### src/rtl/alu_issue_if.sv
// Handshake and ALU-facing signal bundle for alu_issue_stage.
// slave: the issue stage itself; master: the command source, ALU and result consumer.
interface alu_issue_if #(
  parameter int WIDTH = 32
) ();
  logic             cmd_valid;
  logic             cmd_ready;
  logic [WIDTH-1:0] cmd_a;
  logic [WIDTH-1:0] cmd_b;
  logic [2:0]       cmd_sel;

  logic [WIDTH-1:0] alu_a;
  logic [WIDTH-1:0] alu_b;
  logic [2:0]       alu_sel;
  logic [WIDTH-1:0] alu_out;
  logic             alu_zero;

  logic             res_valid;
  logic             res_ready;
  logic [WIDTH-1:0] res_data;
  logic             res_zero;
  logic [2:0]       res_sel;
  logic             res_err;

  modport slave (
    input  cmd_valid, cmd_a, cmd_b, cmd_sel, alu_out, alu_zero, res_ready,
    output cmd_ready, alu_a, alu_b, alu_sel,
    output res_valid, res_data, res_zero, res_sel, res_err
  );

  modport master (
    output cmd_valid, cmd_a, cmd_b, cmd_sel, alu_out, alu_zero, res_ready,
    input  cmd_ready, alu_a, alu_b, alu_sel,
    input  res_valid, res_data, res_zero, res_sel, res_err
  );
endinterface

### src/rtl/alu_issue_stage.sv
// Command FIFO -> operand register -> combinational ALU -> result register.
// Define ALU_ISSUE_STATS_EN to add the stat_done/stat_zero handoff counters.
module alu_issue_stage #(
  parameter int WIDTH = 32,
  parameter int DEPTH = 4
) (
  input  logic        clk,
  input  logic        rst_n,
  alu_issue_if.slave  bus
`ifdef ALU_ISSUE_STATS_EN
  ,
  output logic [31:0] stat_done,
  output logic [31:0] stat_zero
`endif
);

  localparam int AW = $clog2(DEPTH);

  if (DEPTH < 2 || (1 << AW) != DEPTH) begin : g_depth_check
    $error("alu_issue_stage: DEPTH must be a power of two >= 2");
  end

  typedef struct packed {
    logic [WIDTH-1:0] a;
    logic [WIDTH-1:0] b;
    logic [2:0]       sel;
  } cmd_t;

  cmd_t             r_mem [DEPTH];
  logic [AW:0]      r_wptr;
  logic [AW:0]      r_rptr;

  cmd_t             r_op;
  logic             r_op_valid;

  logic             r_res_valid;
  logic [WIDTH-1:0] r_res_data;
  logic             r_res_zero;
  logic [2:0]       r_res_sel;
  logic             r_res_err;

  logic             w_full;
  logic             w_empty;
  logic             w_push;
  logic             w_pop;
  logic             w_adv;
  logic             w_handoff;
  cmd_t             w_cmd;

  assign w_full    = (r_wptr[AW] != r_rptr[AW]) && (r_wptr[AW-1:0] == r_rptr[AW-1:0]);
  assign w_empty   = (r_wptr == r_rptr);
  assign w_push    = bus.cmd_valid && !w_full;
  assign w_adv     = r_op_valid && (!r_res_valid || bus.res_ready);
  assign w_pop     = !w_empty && (!r_op_valid || w_adv);
  assign w_handoff = r_res_valid && bus.res_ready;
  assign w_cmd     = '{a: bus.cmd_a, b: bus.cmd_b, sel: bus.cmd_sel};

  // Storage is not reset: clearing the pointers is enough to discard entries.
  always_ff @(posedge clk) begin
    if (w_push) begin
      r_mem[r_wptr[AW-1:0]] <= w_cmd;
    end
  end

  always_ff @(posedge clk or negedge rst_n) begin
    if (!rst_n) begin
      r_wptr <= '0;
      r_rptr <= '0;
    end else begin
      if (w_push) begin
        r_wptr <= r_wptr + 1'b1;
      end
      if (w_pop) begin
        r_rptr <= r_rptr + 1'b1;
      end
    end
  end

  always_ff @(posedge clk or negedge rst_n) begin
    if (!rst_n) begin
      r_op       <= '0;
      r_op_valid <= 1'b0;
    end else if (w_pop) begin
      r_op       <= r_mem[r_rptr[AW-1:0]];
      r_op_valid <= 1'b1;
    end else if (w_adv) begin
      r_op_valid <= 1'b0;
    end
  end

  always_ff @(posedge clk or negedge rst_n) begin
    if (!rst_n) begin
      r_res_valid <= 1'b0;
      r_res_data  <= '0;
      r_res_zero  <= 1'b0;
      r_res_sel   <= '0;
      r_res_err   <= 1'b0;
    end else if (w_adv) begin
      r_res_valid <= 1'b1;
      r_res_data  <= bus.alu_out;
      r_res_zero  <= bus.alu_zero;
      r_res_sel   <= r_op.sel;
      r_res_err   <= (r_op.sel >= 3'b110);
    end else if (w_handoff) begin
      r_res_valid <= 1'b0;
    end
  end

  assign bus.cmd_ready = !w_full;
  assign bus.alu_a     = r_op_valid ? r_op.a   : '0;
  assign bus.alu_b     = r_op_valid ? r_op.b   : '0;
  assign bus.alu_sel   = r_op_valid ? r_op.sel : '0;
  assign bus.res_valid = r_res_valid;
  assign bus.res_data  = r_res_data;
  assign bus.res_zero  = r_res_zero;
  assign bus.res_sel   = r_res_sel;
  assign bus.res_err   = r_res_err;

`ifdef ALU_ISSUE_STATS_EN
  logic [31:0] r_stat_done;
  logic [31:0] r_stat_zero;

  always_ff @(posedge clk or negedge rst_n) begin
    if (!rst_n) begin
      r_stat_done <= '0;
      r_stat_zero <= '0;
    end else if (w_handoff) begin
      r_stat_done <= r_stat_done + 32'd1;
      if (r_res_zero) begin
        r_stat_zero <= r_stat_zero + 32'd1;
      end
    end
  end

  assign stat_done = r_stat_done;
  assign stat_zero = r_stat_zero;
`else
  // No handoff counters in this build.
`endif

endmodule

### src/flat_wrapper.sv
// flat-port wrapper written by rule: the top's interface ports become plain ports
module alu_issue_stage_flat 
#(
  parameter int WIDTH = 32,
  parameter int DEPTH = 4
)
  (clk, rst_n, bus_cmd_valid, bus_cmd_a, bus_cmd_b, bus_cmd_sel, bus_alu_out, bus_alu_zero, bus_res_ready, bus_cmd_ready, bus_alu_a, bus_alu_b, bus_alu_sel, bus_res_valid, bus_res_data, bus_res_zero, bus_res_sel, bus_res_err);
  alu_issue_if #(.WIDTH(WIDTH)) bus_i ();
  input  logic clk;
  input  logic rst_n;
  input wire logic [$bits(bus_i.cmd_valid)-1:0] bus_cmd_valid;
  input wire logic [$bits(bus_i.cmd_a)-1:0] bus_cmd_a;
  input wire logic [$bits(bus_i.cmd_b)-1:0] bus_cmd_b;
  input wire logic [$bits(bus_i.cmd_sel)-1:0] bus_cmd_sel;
  input wire logic [$bits(bus_i.alu_out)-1:0] bus_alu_out;
  input wire logic [$bits(bus_i.alu_zero)-1:0] bus_alu_zero;
  input wire logic [$bits(bus_i.res_ready)-1:0] bus_res_ready;
  output wire logic [$bits(bus_i.cmd_ready)-1:0] bus_cmd_ready;
  output wire logic [$bits(bus_i.alu_a)-1:0] bus_alu_a;
  output wire logic [$bits(bus_i.alu_b)-1:0] bus_alu_b;
  output wire logic [$bits(bus_i.alu_sel)-1:0] bus_alu_sel;
  output wire logic [$bits(bus_i.res_valid)-1:0] bus_res_valid;
  output wire logic [$bits(bus_i.res_data)-1:0] bus_res_data;
  output wire logic [$bits(bus_i.res_zero)-1:0] bus_res_zero;
  output wire logic [$bits(bus_i.res_sel)-1:0] bus_res_sel;
  output wire logic [$bits(bus_i.res_err)-1:0] bus_res_err;
  assign bus_i.cmd_valid = bus_cmd_valid;
  assign bus_i.cmd_a = bus_cmd_a;
  assign bus_i.cmd_b = bus_cmd_b;
  assign bus_i.cmd_sel = bus_cmd_sel;
  assign bus_i.alu_out = bus_alu_out;
  assign bus_i.alu_zero = bus_alu_zero;
  assign bus_i.res_ready = bus_res_ready;
  assign bus_cmd_ready = bus_i.cmd_ready;
  assign bus_alu_a = bus_i.alu_a;
  assign bus_alu_b = bus_i.alu_b;
  assign bus_alu_sel = bus_i.alu_sel;
  assign bus_res_valid = bus_i.res_valid;
  assign bus_res_data = bus_i.res_data;
  assign bus_res_zero = bus_i.res_zero;
  assign bus_res_sel = bus_i.res_sel;
  assign bus_res_err = bus_i.res_err;
  alu_issue_stage #(.WIDTH(WIDTH), .DEPTH(DEPTH)) u_core (.clk(clk), .rst_n(rst_n), .bus(bus_i));
endmodule
### config.mk
export PLATFORM = sky130hd
export DESIGN_NAME = alu_issue_stage_flat
export DESIGN_NICKNAME = d
export VERILOG_FILES = /design/src/rtl/alu_issue_if.sv /design/src/rtl/alu_issue_stage.sv /design/src/flat_wrapper.sv
export SDC_FILE = /design/constraint.sdc
export NUM_CORES = 1
export LEC_CHECK = 0
export CORE_MARGIN = 4
export CORE_UTILIZATION = 30
export CTS_CLUSTER_DIAMETER = 40
export DETAILED_ROUTE_END_ITERATION = 10
export PLACE_DENSITY = 0.53
export SLEW_MARGIN = 40
export SYNTH_ARGS = -nofsm -noshare
export SYNTH_HDL_FRONTEND = slang
export SYNTH_SLANG_ARGS = --single-unit
### constraint.sdc
create_clock -name clk -period 10 [get_ports clk]
set_input_delay 1 -clock clk [delete_from_list [all_inputs] [get_ports clk]]
set_output_delay 1 -clock clk [all_outputs]
set_load 0.01 [all_outputs]
Yosys cells after proc, flatten, opt, wreduce, memory -nomap -nowiden. Memory sizes are Yosys's and may differ from the RTL's. A register that Yosys moved wholly into a read port is not among the register bits. Index checks and enable logic that the tools add are counted.

Flip-flop bits (word level): 45. Memory bits (writable): 268. Input bits: 104. Output and inout port bits: 106. Word-level logic and storage cells: 38. Memories kept: 1.

Memories: u_core.r_mem (depth 4, width 67, read ports 1, clocked after Yosys merged registers in 1, write ports 1, RTL line alu_issue_stage.sv:29) `cmd_t r_mem [DEPTH];`.

$add $sub $neg: 2. Magnitude comparators: 1. Equal/unequal tests: 3. Muxes and demuxes: 9. Reduce and logical (&&, ||, !) cells: 14.

Operator list (count): 32-bit two-way mux (2); 3-bit by 1-bit adder with 3-bit output, second input constant (2); 1-bit two-way mux (6); 1-bit logical AND (5); 1-bit zero test (5); 2-bit nonzero test (2); 3-bit equality test (1); 3-bit >= comparator, second input constant (1); 3-bit two-way mux (1); 2-bit equality test (1); 1-bit logical OR (2); 1-bit inequality test (1).

Logic depth before layout (Yosys ltp).
Depth in word-level cells: 6. Mapped depth: 7. Gate-level depth less buffers: 4.

Least setup slack after synthesis. No wires, ideal clock.

Path type: reg-to-reg. From: reg u_core.r_rptr[0]. To: mem u_core.r_mem[3][0] (netlist name), enable pin. Library setup time: 536 ps. Arrival: 4535 ps. Required time: 9464 ps. Slack: 4929 ps. Cell stages (with the launch flop): 5. Buffers on the path: 2. Cells stage by stage: dfrtp_1 -> buf_6 -> buf_6 -> xnor2_1 -> a31oi_1.

Longest elaborated chain between the ends: 6.

RTL lines: start, declared (RTL line alu_issue_stage.sv:31) `logic [AW:0] r_rptr;`; start signal, assigned (RTL line alu_issue_stage.sv:74) `r_rptr <= r_rptr + 1'b1;`; 2-bit equality test (RTL line alu_issue_stage.sv:50) `assign w_full = (r_wptr[AW] != r_rptr[AW]) && (r_wptr[AW-1:0] == r_rptr[AW-1:0]);`; 1-bit logical AND (RTL line alu_issue_stage.sv:50); 1-bit zero test (RTL line alu_issue_stage.sv:52) `assign w_push = bus.cmd_valid && !w_full;`; 1-bit logical AND (RTL line alu_issue_stage.sv:52); 1-bit two-way mux (RTL line alu_issue_stage.sv:60) `if (w_push) begin`; 1-bit two-way mux (not written as such) (RTL line alu_issue_stage.sv:61) `r_mem[r_wptr[AW-1:0]] <= w_cmd;`; end, declared (RTL line alu_issue_stage.sv:29).

Every way passes these cells.

Worst setup path after layout.
From: reg u_core.r_rptr[0]. To: out bus_cmd_ready.

Longest elaborated chain between the ends: 3.

RTL lines: 2-bit equality test (RTL line alu_issue_stage.sv:50); 1-bit logical AND (RTL line alu_issue_stage.sv:50); 1-bit zero test (RTL line alu_issue_stage.sv:109) `assign bus.cmd_ready = !w_full;`; end, declared (RTL line flat_wrapper.sv:18) `output wire logic [$bits(bus_i.cmd_ready)-1:0] bus_cmd_ready;`.

Every way passes these cells.

==> metrics.txt <==
# TYPE chip_impl_metric gauge
chip_impl_metric{name="iteration_count_of_the_initial_detailed_routing_pass",unit=""} 4
chip_impl_info{name="cts_tree",value="built"} 1
chip_impl_metric{name="totalNegativeSetupSlack",unit="ns"} 0
chip_impl_metric{name="core.rowCount",unit=""} 80
chip_impl_metric{name="setup_violations",unit=""} 0
chip_impl_metric{name="synthesis.instances",unit=""} 688
chip_impl_metric{name="placeableCoreArea",unit="mm²"} 0.0476
chip_impl_metric{name="seq_area_frac_synth",unit=""} 0.751
chip_impl_metric{name="diodes",unit=""} 0
chip_impl_metric{name="sequential_cell_area",unit="mm²"} 0.0109
chip_impl_metric{name="final_hold_viol_count",unit=""} 0
chip_impl_info{name="hp-class",value="input pin to asynchronous set/reset pin"} 1
chip_impl_metric{name="floorplan.initialDensity",unit=""} 0.303
chip_impl_metric{name="synth.yosys.warnings",unit=""} 0
chip_impl_metric{name="cts-resized-gates",unit=""} 0
chip_impl_info{name="worstSetupEndpointType",value="primary output"} 1
chip_impl_metric{name="post-route-period-util",unit=""} 0.349
chip_impl_metric{name="finalWorstPathRequiredPeriod",unit="ns"} 3.49
chip_impl_metric{name="via_count_of_the_first_global_routing_pass",unit=""} 7907
chip_impl_metric{name="placedCellCount",unit=""} 1490
chip_impl_info{name="setup_repair_after_global_routing_missed_its_margin",value="false"} 1
chip_impl_info{name="largest_family_of_logic_cells_by_synthesized_area",value="multiplexers"} 1
chip_impl_metric{name="worst-slew-pin-transition",unit="ns"} 0.785
chip_impl_metric{name="initial_antenna_violation_count",unit=""} 2
chip_impl_metric{name="cts.hold.buffers_added",unit=""} 0
chip_impl_metric{name="wire_per_inst",unit="µm"} 20.0
chip_impl_metric{name="clk_pin_slew",unit="ns"} 0.05
chip_impl_metric{name="multiInputGateArea",unit="mm²"} 0.00342
chip_impl_metric{name="grt.overflow.total",unit=""} 0
chip_impl_metric{name="fillerInstances",unit=""} 4274
chip_impl_metric{name="ios",unit=""} 210
chip_impl_metric{name="crit_arrival",unit="ns"} 2.49
chip_impl_metric{name="routed_via_density",unit=""} 4.52
chip_impl_metric{name="hpwl_reported_at_the_end_of_detailed_placement",unit="mm"} 20.1
chip_impl_metric{name="cts.htree.levels",unit=""} 2
chip_impl_metric{name="fp.dieW",unit="µm"} 227
chip_impl_metric{name="grtUsageTotal",unit=""} 0.124
chip_impl_metric{name="ys_seq_elements",unit=""} 380
chip_impl_metric{name="insertion_delay",unit="ns"} 0.60
chip_impl_metric{name="remaining_drc_errors",unit=""} 0
chip_impl_metric{name="post_cts.repair.setup_buffers",unit=""} 0
chip_impl_metric{name="final_layout_size_suffix_gt1_frac",unit=""} 0.304
chip_impl_metric{name="slew_violations",unit=""} 0
chip_impl_metric{name="syn_avg_cell_area",unit="µm²"} 21.0
chip_impl_metric{name="power-per-cell-area",unit="mW/mm²"} 349
chip_impl_metric{name="nets",unit=""} 1043
chip_impl_metric{name="ir_worst_vdd",unit="mV"} 0.191
chip_impl_metric{name="required",unit="ns"} 9.00
chip_impl_info{name="root_buffer",value="sky130_fd_sc_hd__clkbuf_16"} 1
chip_impl_metric{name="routed_wl",unit="mm"} 31.9
chip_impl_metric{name="final_cell_area",unit="mm²"} 0.0194
chip_impl_metric{name="synthMuxAreaShare",unit=""} 0.189
chip_impl_metric{name="placement.io_buffers",unit=""} 209
chip_impl_metric{name="timing.clock.skew",unit="ns"} 0.0281
chip_impl_info{name="run_status",value="completed"} 1
chip_impl_metric{name="number_of_buffers_on_the_longest_clock_path",unit=""} 3
chip_impl_metric{name="syn_to_final_growth",unit="%"} 34.1
chip_impl_metric{name="post_synth_instance_area",unit="mm²"} 0.0144
chip_impl_metric{name="drt_iter0_markers",unit=""} 279
chip_impl_metric{name="synth.distinct_cells",unit=""} 22
chip_impl_metric{name="timing.max_slew.rel_slack",unit=""} 0.477
chip_impl_metric{name="die-height",unit="µm"} 227
chip_impl_metric{name="drv.max_cap_violation_count",unit=""} 0
chip_impl_info{name="critical_path.startpoint_type",value="flip-flop"} 1
chip_impl_info{name="setup.worst_path.class",value="flip-flop to primary output"} 1
chip_impl_metric{name="crit_fanout",unit=""} 32
chip_impl_metric{name="placement.cell_area",unit="mm²"} 0.0174
chip_impl_metric{name="yosys.area_share.adder",unit=""} 0.00433
chip_impl_metric{name="vias",unit=""} 7224
chip_impl_metric{name="fp.dieArea",unit="mm²"} 0.0517
chip_impl_metric{name="grt_pass1_wl",unit="mm"} 48.7
chip_impl_metric{name="synth-compound-area-share",unit=""} 0.00277
chip_impl_metric{name="ant_nets",unit=""} 0
chip_impl_metric{name="clk_sink_count",unit=""} 380
chip_impl_metric{name="synthesis.nets",unit=""} 797
chip_impl_metric{name="synthXorXnorAreaFrac",unit=""} 0.00546
chip_impl_metric{name="placer_congestion_estimate",unit=""} 0.691
chip_impl_metric{name="synth_simple_gate_area_share",unit=""} 0.0337
chip_impl_metric{name="pin_count_of_the_biggest_net_entering_global_routing",unit=""} 72
chip_impl_metric{name="fmax",unit="GHz"} 0.287
chip_impl_metric{name="layout.cells.non_filler",unit=""} 1598
chip_impl_metric{name="power.leakage",unit="µW"} 0.00681
chip_impl_metric{name="tritoncts.num_buffers",unit=""} 57
-- worst paths after layout --
| path | endpoint | startpoint | cells past startpoint | slack [ns] |
|---|---|---|---|---|
| min | u_core.bus.res_data[13] | rst_n | 1 | 0.41 |
| max | bus_cmd_ready | u_core.r_rptr[0] | 4 | 6.51 |
| max reg2reg | u_core.r_op[26] | u_core.r_rptr[0] | 4 | 6.95 |
| min reg2reg | u_core.r_wptr[2] | u_core.r_wptr[2] | 1 | 0.49 |
| max in group asynchronous | u_core.r_op_valid | rst_n | 2 | 8.35 |
| min in group clk | u_core.r_wptr[2] | u_core.r_wptr[2] | 1 | 0.49 |
-- synthesized netlist by cell type --
master | number | area [µm²]
sky130_fd_sc_hd__o311ai_0 | 1 | 8.76
sky130_fd_sc_hd__mux4_2 | 67 | 1510
sky130_fd_sc_hd__mux2_4 | 10 | 150
sky130_fd_sc_hd__and2_1 | 70 | 438
sky130_fd_sc_hd__a31oi_1 | 2 | 12.5
sky130_fd_sc_hd__inv_1 | 3 | 11.3
sky130_fd_sc_hd__a21bo_2 | 1 | 10.0
sky130_fd_sc_hd__nand2_1 | 3 | 11.3
sky130_fd_sc_hd__nand2b_1 | 2 | 12.5
sky130_fd_sc_hd__buf_2 | 17 | 85.1
sky130_fd_sc_hd__xor2_1 | 5 | 43.8
sky130_fd_sc_hd__dfrtp_1 | 112 | 2800
sky130_fd_sc_hd__nor2_1 | 1 | 3.75
sky130_fd_sc_hd__ha_1 | 5 | 62.6
sky130_fd_sc_hd__o31a_1 | 1 | 8.76
sky130_fd_sc_hd__mux2_2 | 95 | 1070
sky130_fd_sc_hd__nand4_1 | 1 | 6.26
sky130_fd_sc_hd__nand3b_1 | 2 | 15.0
sky130_fd_sc_hd__edfxtp_1 | 268 | 8050
sky130_fd_sc_hd__buf_6 | 4 | 45.0
sky130_fd_sc_hd__clkbuf_1 | 14 | 52.6
sky130_fd_sc_hd__xnor2_1 | 4 | 35.0
-- sequential cells by signal, indices dropped and copies added (netlist names), 3 cells and up --
name / cells
u_core.r_mem: 268
u_core.bus.res_data: 32
u_core.r_rptr: 3
u_core.r_wptr: 3
u_core.bus.res_sel: 3
u_core.r_op: 67
-- per-layer routing --
metal / global-route usage / vias up / wire, µm
li1: - / 3196 / -
met1: 0.167 / 3741 / 14300
met2: 0.197 / 225 / 14700
met3: 0.0357 / 58 / 2170
met4: 0.0381 / 4 / 661
met5: 0 / - / 31
-- logic make-up after synthesis --
kind of cell	Yosys count
compound gates	5
fa+ha+maj	5
mux	172
xor+xnor	9
simple gates	79
buf+inv	38
flops	380
-- critical path: stages, from the launching register on --
cell and delay [ns]:
sky130_fd_sc_hd__dfrtp_4 0.87, sky130_fd_sc_hd__xor2_1 0.27, sky130_fd_sc_hd__nor2_1 0.10, sky130_fd_sc_hd__nand2_1 0.09
sky130_fd_sc_hd__clkdlybuf4s50_1 0.55
-- final cells by class --
cell class	count	share of cell area
Sequential cell	380	0.561
Multi-Input combinational cell	270	0.177
Timing Repair Buffer	222	0.119
Clock buffer	65	0.0779
Tap cell	615	0.0397
Clock inverter	43	0.0255
Inverter	3	0.000582
-- placed cells by master (no fill, tap or decap) --
cell type,Yosys,layout
sky130_fd_sc_hd__a21bo_2,1,1
sky130_fd_sc_hd__a31oi_1,2,1
sky130_fd_sc_hd__a31oi_4,0,1
sky130_fd_sc_hd__and2_1,70,67
sky130_fd_sc_hd__and2_4,0,3
sky130_fd_sc_hd__buf_12,0,8
sky130_fd_sc_hd__buf_4,0,3
sky130_fd_sc_hd__buf_6,4,3
sky130_fd_sc_hd__bufinv_16,0,6
sky130_fd_sc_hd__clkbuf_1,14,4
sky130_fd_sc_hd__clkbuf_16,0,58
sky130_fd_sc_hd__clkbuf_8,0,3
sky130_fd_sc_hd__clkdlybuf4s50_1,0,208
sky130_fd_sc_hd__clkinv_2,0,8
sky130_fd_sc_hd__clkinv_4,0,6
sky130_fd_sc_hd__clkinv_8,0,1
sky130_fd_sc_hd__clkinvlp_4,0,8
sky130_fd_sc_hd__dfrtp_1,112,109
sky130_fd_sc_hd__dfrtp_4,0,3
sky130_fd_sc_hd__edfxtp_1,268,268
sky130_fd_sc_hd__ha_1,5,5
sky130_fd_sc_hd__inv_1,3,3
sky130_fd_sc_hd__inv_16,0,1
sky130_fd_sc_hd__inv_6,0,9
sky130_fd_sc_hd__inv_8,0,4
sky130_fd_sc_hd__mux2_2,95,95
sky130_fd_sc_hd__mux2_4,10,10
sky130_fd_sc_hd__mux4_2,67,67
sky130_fd_sc_hd__nand2_1,3,3
sky130_fd_sc_hd__nand2b_1,2,2
sky130_fd_sc_hd__nand3b_1,2,2
sky130_fd_sc_hd__nand4_1,1,1
sky130_fd_sc_hd__nor2_1,1,1
sky130_fd_sc_hd__o311ai_0,1,1
sky130_fd_sc_hd__o31a_2,0,1
sky130_fd_sc_hd__xnor2_1,4,4
sky130_fd_sc_hd__xor2_1,5,5
-- metrics by stage --
step,hold WS [ns],total power (µW),util,worst slack (ns)
6_report,0.415,6770,0.406,6.51
5_1_grt,0.453,7160,0.406,6.28
4_1_cts,0.402,6900,0.406,6.41
3_5_place_dp,0.476,4840,0.364,6.43
3_3_place_gp,0.473,4760,0.361,6.47
2_1_floorplan,0.460,3810,-,4.93
-- report_power, final --
group,internal [µW],switching [µW],leakage [µW]
registers,2210,258,0.00376
clock network,1260,761,0.000965
logic,1310,954,0.00209
total,4790,1970,0.00681
Note: power is estimated with default switching activity, not from simulation.
